### src/rtl/mdu_pkg.sv
// Shared encodings for the multiply/divide unit: op codes, FSM states, divide-by-zero fill.
package mdu_pkg;

  localparam logic [1:0] MD_MULT  = 2'b00;
  localparam logic [1:0] MD_MULTU = 2'b01;
  localparam logic [1:0] MD_DIV   = 2'b10;
  localparam logic [1:0] MD_DIVU  = 2'b11;

  localparam logic [1:0] ST_IDLE = 2'd0;
  localparam logic [1:0] ST_RUN  = 2'd1;
  localparam logic [1:0] ST_FIX  = 2'd2;

  // Divide by zero: every quotient bit is set; HI returns the dividend as given.
  localparam logic MD_DIV0_FILL = 1'b1;

endpackage

### src/rtl/mdu_divstep.sv
// One restoring-divide step: shifted partial remainder vs. divisor -> next remainder, quotient bit.
// Purely combinational; used once per RUN cycle.
module mdu_divstep #(
  parameter int DATA_W = 32
) (
  input  logic [DATA_W:0]   prem_i,
  input  logic [DATA_W-1:0] divisor_i,
  output logic [DATA_W-1:0] rem_o,
  output logic              q_o
);

  logic [DATA_W-1:0] sub;

  // The remainder stays below the divisor, so the difference always fits in DATA_W bits.
  assign sub   = prem_i[DATA_W-1:0] - divisor_i;
  assign q_o   = (prem_i >= {1'b0, divisor_i});
  assign rem_o = q_o ? sub : prem_i[DATA_W-1:0];

endmodule

### src/rtl/muldiv_unit.sv
// Iterative MULT/MULTU/DIV/DIVU with HI/LO; 33 cycles busy per op, md_busy stalls Decode.
// MULDIV_FAST_MUL_EN: multiplies use a native multiplier and finish in one busy cycle.
module muldiv_unit
  import mdu_pkg::*;
#(
  parameter int DATA_W = 32,
  parameter int CNT_W  = 5
) (
  input  logic              clk,
  input  logic              rst_n,
  input  logic              start_e,
  input  logic [1:0]        op_e,
  input  logic [DATA_W-1:0] src_a_e,
  input  logic [DATA_W-1:0] src_b_e,
  input  logic              abort,
  input  logic              mthi,
  input  logic              mtlo,
  input  logic [DATA_W-1:0] wdata,
  output logic [DATA_W-1:0] hi,
  output logic [DATA_W-1:0] lo,
  output logic              md_busy,
  output logic              md_done
);

  localparam int W2 = 2 * DATA_W;

  logic [1:0]        state_q, state_d;
  logic [CNT_W-1:0]  cnt_q, cnt_d;
  logic [W2-1:0]     acc_q, acc_d;
  logic [DATA_W-1:0] opb_q, opb_d;
  logic [DATA_W-1:0] hi_q, hi_d;
  logic [DATA_W-1:0] lo_q, lo_d;
  logic              is_div_q, is_div_d;
  logic              qneg_q, qneg_d;
  logic              rneg_q, rneg_d;
  logic              div0_q, div0_d;
  logic              done_q, done_d;

  logic              op_signed, op_is_div, a_neg, b_neg;
  logic [DATA_W-1:0] abs_a, abs_b;

  assign op_signed = (op_e == MD_MULT) || (op_e == MD_DIV);
  assign op_is_div = (op_e == MD_DIV) || (op_e == MD_DIVU);
  assign a_neg     = op_signed & src_a_e[DATA_W-1];
  assign b_neg     = op_signed & src_b_e[DATA_W-1];
  assign abs_a     = a_neg ? -src_a_e : src_a_e;
  assign abs_b     = b_neg ? -src_b_e : src_b_e;

  // Multiply: acc = {partial product, remaining multiplier bits}, add and shift right.
  logic [DATA_W-1:0] mul_addend;
  logic [DATA_W:0]   mul_sum;
  logic [W2-1:0]     mul_next;

  assign mul_addend = acc_q[0] ? opb_q : '0;
  assign mul_sum    = {1'b0, acc_q[W2-1:DATA_W]} + {1'b0, mul_addend};
  assign mul_next   = {mul_sum, acc_q[DATA_W-1:1]};

  // Divide: acc = {remainder, dividend bits shifting out / quotient bits shifting in}.
  logic [DATA_W-1:0] div_rem;
  logic              div_qbit;
  logic [W2-1:0]     div_next;

  mdu_divstep #(.DATA_W(DATA_W)) u_divstep (
    .prem_i    (acc_q[W2-1:DATA_W-1]),
    .divisor_i (opb_q),
    .rem_o     (div_rem),
    .q_o       (div_qbit)
  );

  assign div_next = {div_rem, acc_q[DATA_W-2:0], div_qbit};

`ifdef MULDIV_FAST_MUL_EN
  logic [W2-1:0] fast_prod;
  assign fast_prod = W2'(abs_a) * W2'(abs_b);
`endif

  always_comb begin
    state_d  = state_q;
    cnt_d    = cnt_q;
    acc_d    = acc_q;
    opb_d    = opb_q;
    hi_d     = hi_q;
    lo_d     = lo_q;
    is_div_d = is_div_q;
    qneg_d   = qneg_q;
    rneg_d   = rneg_q;
    div0_d   = div0_q;
    done_d   = 1'b0;

    case (state_q)
      ST_IDLE: begin
        if (start_e && !abort) begin
          state_d  = ST_RUN;
          cnt_d    = '0;
          is_div_d = op_is_div;
          qneg_d   = a_neg ^ b_neg;
          rneg_d   = op_is_div & a_neg;
          div0_d   = op_is_div & (src_b_e == '0);
          if (op_is_div) begin
            acc_d = {{DATA_W{1'b0}}, abs_a};
            opb_d = abs_b;
          end else begin
`ifdef MULDIV_FAST_MUL_EN
            acc_d   = fast_prod;
            state_d = ST_FIX;
`else
            acc_d = {{DATA_W{1'b0}}, abs_b};
`endif
            opb_d = abs_a;
          end
        end else if (!start_e) begin
          if (mthi) hi_d = wdata;
          if (mtlo) lo_d = wdata;
        end
      end

      ST_RUN: begin
        if (abort) begin
          state_d = ST_IDLE;
        end else begin
          acc_d = is_div_q ? div_next : mul_next;
          cnt_d = cnt_q + CNT_W'(1);
          if (cnt_q == '1) state_d = ST_FIX;
        end
      end

      ST_FIX: begin
        state_d = ST_IDLE;
        if (!abort) begin
          done_d = 1'b1;
          if (is_div_q) begin
            lo_d = div0_q ? {DATA_W{MD_DIV0_FILL}}
                          : (qneg_q ? -acc_q[DATA_W-1:0] : acc_q[DATA_W-1:0]);
            // With a zero divisor the remainder is |a|, so re-signing it restores a.
            hi_d = rneg_q ? -acc_q[W2-1:DATA_W] : acc_q[W2-1:DATA_W];
          end else begin
            {hi_d, lo_d} = qneg_q ? -acc_q : acc_q;
          end
        end
      end

      default: state_d = ST_IDLE;
    endcase
  end

  always_ff @(posedge clk or negedge rst_n) begin
    if (!rst_n) begin
      state_q  <= ST_IDLE;
      cnt_q    <= '0;
      acc_q    <= '0;
      opb_q    <= '0;
      hi_q     <= '0;
      lo_q     <= '0;
      is_div_q <= 1'b0;
      qneg_q   <= 1'b0;
      rneg_q   <= 1'b0;
      div0_q   <= 1'b0;
      done_q   <= 1'b0;
    end else begin
      state_q  <= state_d;
      cnt_q    <= cnt_d;
      acc_q    <= acc_d;
      opb_q    <= opb_d;
      hi_q     <= hi_d;
      lo_q     <= lo_d;
      is_div_q <= is_div_d;
      qneg_q   <= qneg_d;
      rneg_q   <= rneg_d;
      div0_q   <= div0_d;
      done_q   <= done_d;
    end
  end

  assign hi      = hi_q;
  assign lo      = lo_q;
  assign md_busy = (state_q != ST_IDLE);
  assign md_done = done_q;

endmodule

### config.mk
export PLATFORM = sky130hd
export DESIGN_NAME = muldiv_unit
export DESIGN_NICKNAME = d
export VERILOG_FILES = /design/src/rtl/mdu_pkg.sv /design/src/rtl/mdu_divstep.sv /design/src/rtl/muldiv_unit.sv
export SDC_FILE = /design/constraint.sdc
export NUM_CORES = 1
export LEC_CHECK = 0
export BUFFER_PORTS_ARGS = -buffer_cell sky130_fd_sc_hd__buf_2
export CORE_ASPECT_RATIO = 0.75
export CORE_MARGIN = 5
export CORE_UTILIZATION = 40
export CTS_CLUSTER_DIAMETER = 150
export DETAILED_ROUTE_END_ITERATION = 8
export SETUP_SLACK_MARGIN = 0.3
export SKIP_CTS_REPAIR_TIMING = 1
export SYNTH_ARGS = -nofsm -noshare
export SYNTH_HDL_FRONTEND = slang
export SYNTH_SLANG_ARGS = --single-unit
export TNS_END_PERCENT = 5
### constraint.sdc
create_clock -name clk -period 4.9 [get_ports clk]
set_input_delay 0.49 -clock clk [delete_from_list [all_inputs] [get_ports clk]]
set_output_delay 0.49 -clock clk [all_outputs]
set_load 0.01 [all_outputs]
==> key figures <==
Synth
  • Cell taking the most area after synthesis: dfrtp_1
  • Synthesis-stage register bit count: 172
  • Top cells by area, synth: dfrtp_1 (28%), xnor2_1 (5.9%), ha_1 (5.8%)
  • Syn Inst Count: 1959
  • Share of the synthesized area in the top cell type: 28.3%
  • Post-synth EDFFs: 0
  • Syn_nets: 2135
  • Async S/R FF share, synth: 100%
  • Top_reg_cell synth: dfrtp_1
  • Netlist cell types: 87
  • Ys Warns: 0
  • Mapped Area: 0.0152 mm2
  • Syn Area/Cell: 7.76 um2
  • Seq/Total Area, Yosys: 28.3%

Setup path
  • FF-to-FF setup slack: 0.69 ns
  • WS Path Type: reg -> reg
  • Startpoint types: register
  • Worst Path Arrival: 4.56 ns
  • Largest fanout on the critical path: 18
  • Critical Path RT: 5.25 ns
  • Crit path capture type: register

Placement
  • DPL Wire Length: 47900 um
  • GP Congestion: 1.01
  • IO buf count: 169

STA
  • Clk_skew: 0.0176 ns
  • Final hold viol count: 0
  • Fmax: 238 MHz
  • Min cycle time layout: 4.21 ns
  • Setup_tns: 0 ns
  • Final period util: 85.9%
  • Unrepaired setup endpoints after global routing: false
  • Slew headroom: 20.5%
  • Pins Over Slew Limit: 0
  • Worst-Margin Slew: 1.19 ns
  • Final setup fails: 0

Detailed routing
  • Routed via count: 15.5k
  • Wirelength, routed: 60200 um
  • Pre-antenna DRT Iters: 5
  • DRC Markers: 0
  • Post-route ant nets: 0
  • Avg WL per Cell: 23.4 um
  • Via-per-instance ratio: 6.03
  • Initial DRC Count: 1678

Status
  • Status: finished clean

Power and ir drop
  • Peak VDD IR: 0.000298 V
  • Total Power: 9.70 mW
  • Power per Cell Area: 569 mW/mm2
  • Leak: 7.60 nW

Cells and area
  • Most common cell after layout, fill and taps aside: nand2_1
  • Most frequent cells in the layout: nand2_1 (220), nor2_1 (201), dfrtp_1 (171)
  • Nets: 2230
  • Footprint of the multi-input gates: 0.0102 mm2
  • Antenna cells: 0
  • Area growth, synth to finish: 12.2%
  • Layout cells sized above 1: 13.5%
  • Sequential cell area: 0.00431 mm2
  • Fill count: 3813

Die
  • Starting Density: 40.7%
  • Die area: 0.0421 mm2
  • Die Span X: 235 um
  • Row count: 61
  • IO Count: 170
  • Core area: 0.0373 mm2
  • Die H: 179 um

Clock tree
  • Clock sinks: 172
  • Bufs on Longest Clock Path: 2
  • Number of buffers created by CTS: 17
  • CTS tree: yes
  • Clk_lat worst skew: 0.47 ns
  • Clk pin slew, worst setup/hold paths: 0.08 ns
  • Htree depth: 4
  • Root Buffer: clkbuf_16

Global routing
  • Largest net degree at the start of global routing: 90
  • Initial antenna violation count: 0
  • Global-route wire length before repair: 89700 um
  • Gr usage total: 27.7%
  • Vias in the first global route: 14.0k
  • Total grt overflow: 0

Flow run
  • Max cap viols: 0

Hold path
  • Hold WC Path Type: in -> async
## state kept, by name (all words and copies together), names as in the netlist
register and flops:
acc_q 64, is_div_q 1, qneg_q 1, hi 32, md_done 1, rneg_q 1
opb_q 32, lo 32, div0_q 1, state_q 2, cnt_q 5
## cell type report
| class | instances | share of cell area [%] |
|---|---|---|
| Clock inverter | 14 | 1.18 |
| Timing Repair Buffer | 199 | 6.39 |
| Sequential cell | 172 | 25.2 |
| Clock buffer | 18 | 2.52 |
| Multi-Input combinational cell | 1603 | 59.6 |
| Tap cell | 504 | 3.70 |
| Inverter | 61 | 1.34 |
## stage by stage
stage / hold WS [ns] / util (%) / cell area (um2) / worst slack (ns) / cells
final: 0.130 / 45.7 / 17100 / 0.692 / 2571
after global placement: 0.456 / 44.0 / 16400 / 0.925 / 2539
after global routing: 0.191 / 45.7 / 17100 / 0.475 / 2571
after floorplan: 0.194 / - / 15200 / 1.54 / 1959
after detailed placement: 0.465 / 44.0 / 16400 / 0.812 / 2539
after CTS: 0.165 / 45.7 / 17100 / 0.797 / 2571
## kinds of logic after synthesis
| kind of cell | after synthesis | share of synthesized area, % |
|---|---|---|
| buffers and inverters | 184 | 5.02 |
| DFF | 172 | 28.3 |
| AOI/OAI and AO/OA | 612 | 25.1 |
| adders and majority gates | 72 | 6.02 |
| xor gates and xnor gates | 171 | 9.85 |
| muxes | 60 | 4.01 |
| and+or+nand+nor | 688 | 21.7 |
## cells in the mapped netlist (10+ instances only)
master and instances:
nor2_1 203, nand2b_1 17, ha_1 70, o21a_1 10
a22oi_1 12, o22ai_1 38, a21o_1 33, nand3_1 43
dfrtp_1 172, o21ai_0 168, mux2i_1 53, o31ai_1 28
or3_1 19, o41ai_1 11, and3_1 20, nor3_1 46
a211oi_1 21, a21oi_1 161, o21ai_1 12, clkbuf_1 103
nor2b_1 17, xor2_1 68, nand4_1 15, o221ai_1 17
inv_1 60, nand2_1 220, xnor2_1 103, or2_2 11
a31oi_1 29, nor4_1 17
## worst max-delay path, cell delays in order, from the launching register on
cell      delay (ns)
dfrtp_1         0.47
inv_1           0.52
nor2_1          0.14
ha_1            0.43
and3_1          0.25
a221oi_1        0.44
nor2b_1         0.12
nor3_1          0.35
o21ai_0         0.35
a21boi_0        0.46
o221ai_1        0.19
mux2i_1         0.15
a211o_1         0.23
## worst paths after layout
kind | startpoint | endpoint | cells past startpoint
min in group clk | wdata[15] | hi[15] | 3
max | acc_q[0] | acc_q[56] | 12
max in group asynchronous | rst_n | opb_q[4] | 2
min | rst_n | hi[11] | 1
min reg2reg | lo[5] | lo[5] | 2
max reg2reg | acc_q[0] | acc_q[56] | 12
## where the power goes
group | switching, mW | leakage (nW) | internal (mW) | total, mW
sequential | 0.662 | 2.12 | 1.78 | 2.44
combinational | 3.60 | 5.17 | 2.15 | 5.75
clock | 0.681 | 0.303 | 0.827 | 1.51
## routing by layer
layer  routed length, um  track usage (%)  vias to the layer above
met4                1110             6.10                        0
met3                5880             7.63                       55
met1               30000             43.7                     7416
met5                   0                0                        -
li1                    -                -                     7293
met2               23300             36.9                      748
Note: power is estimated with default switching activity, not from simulation.
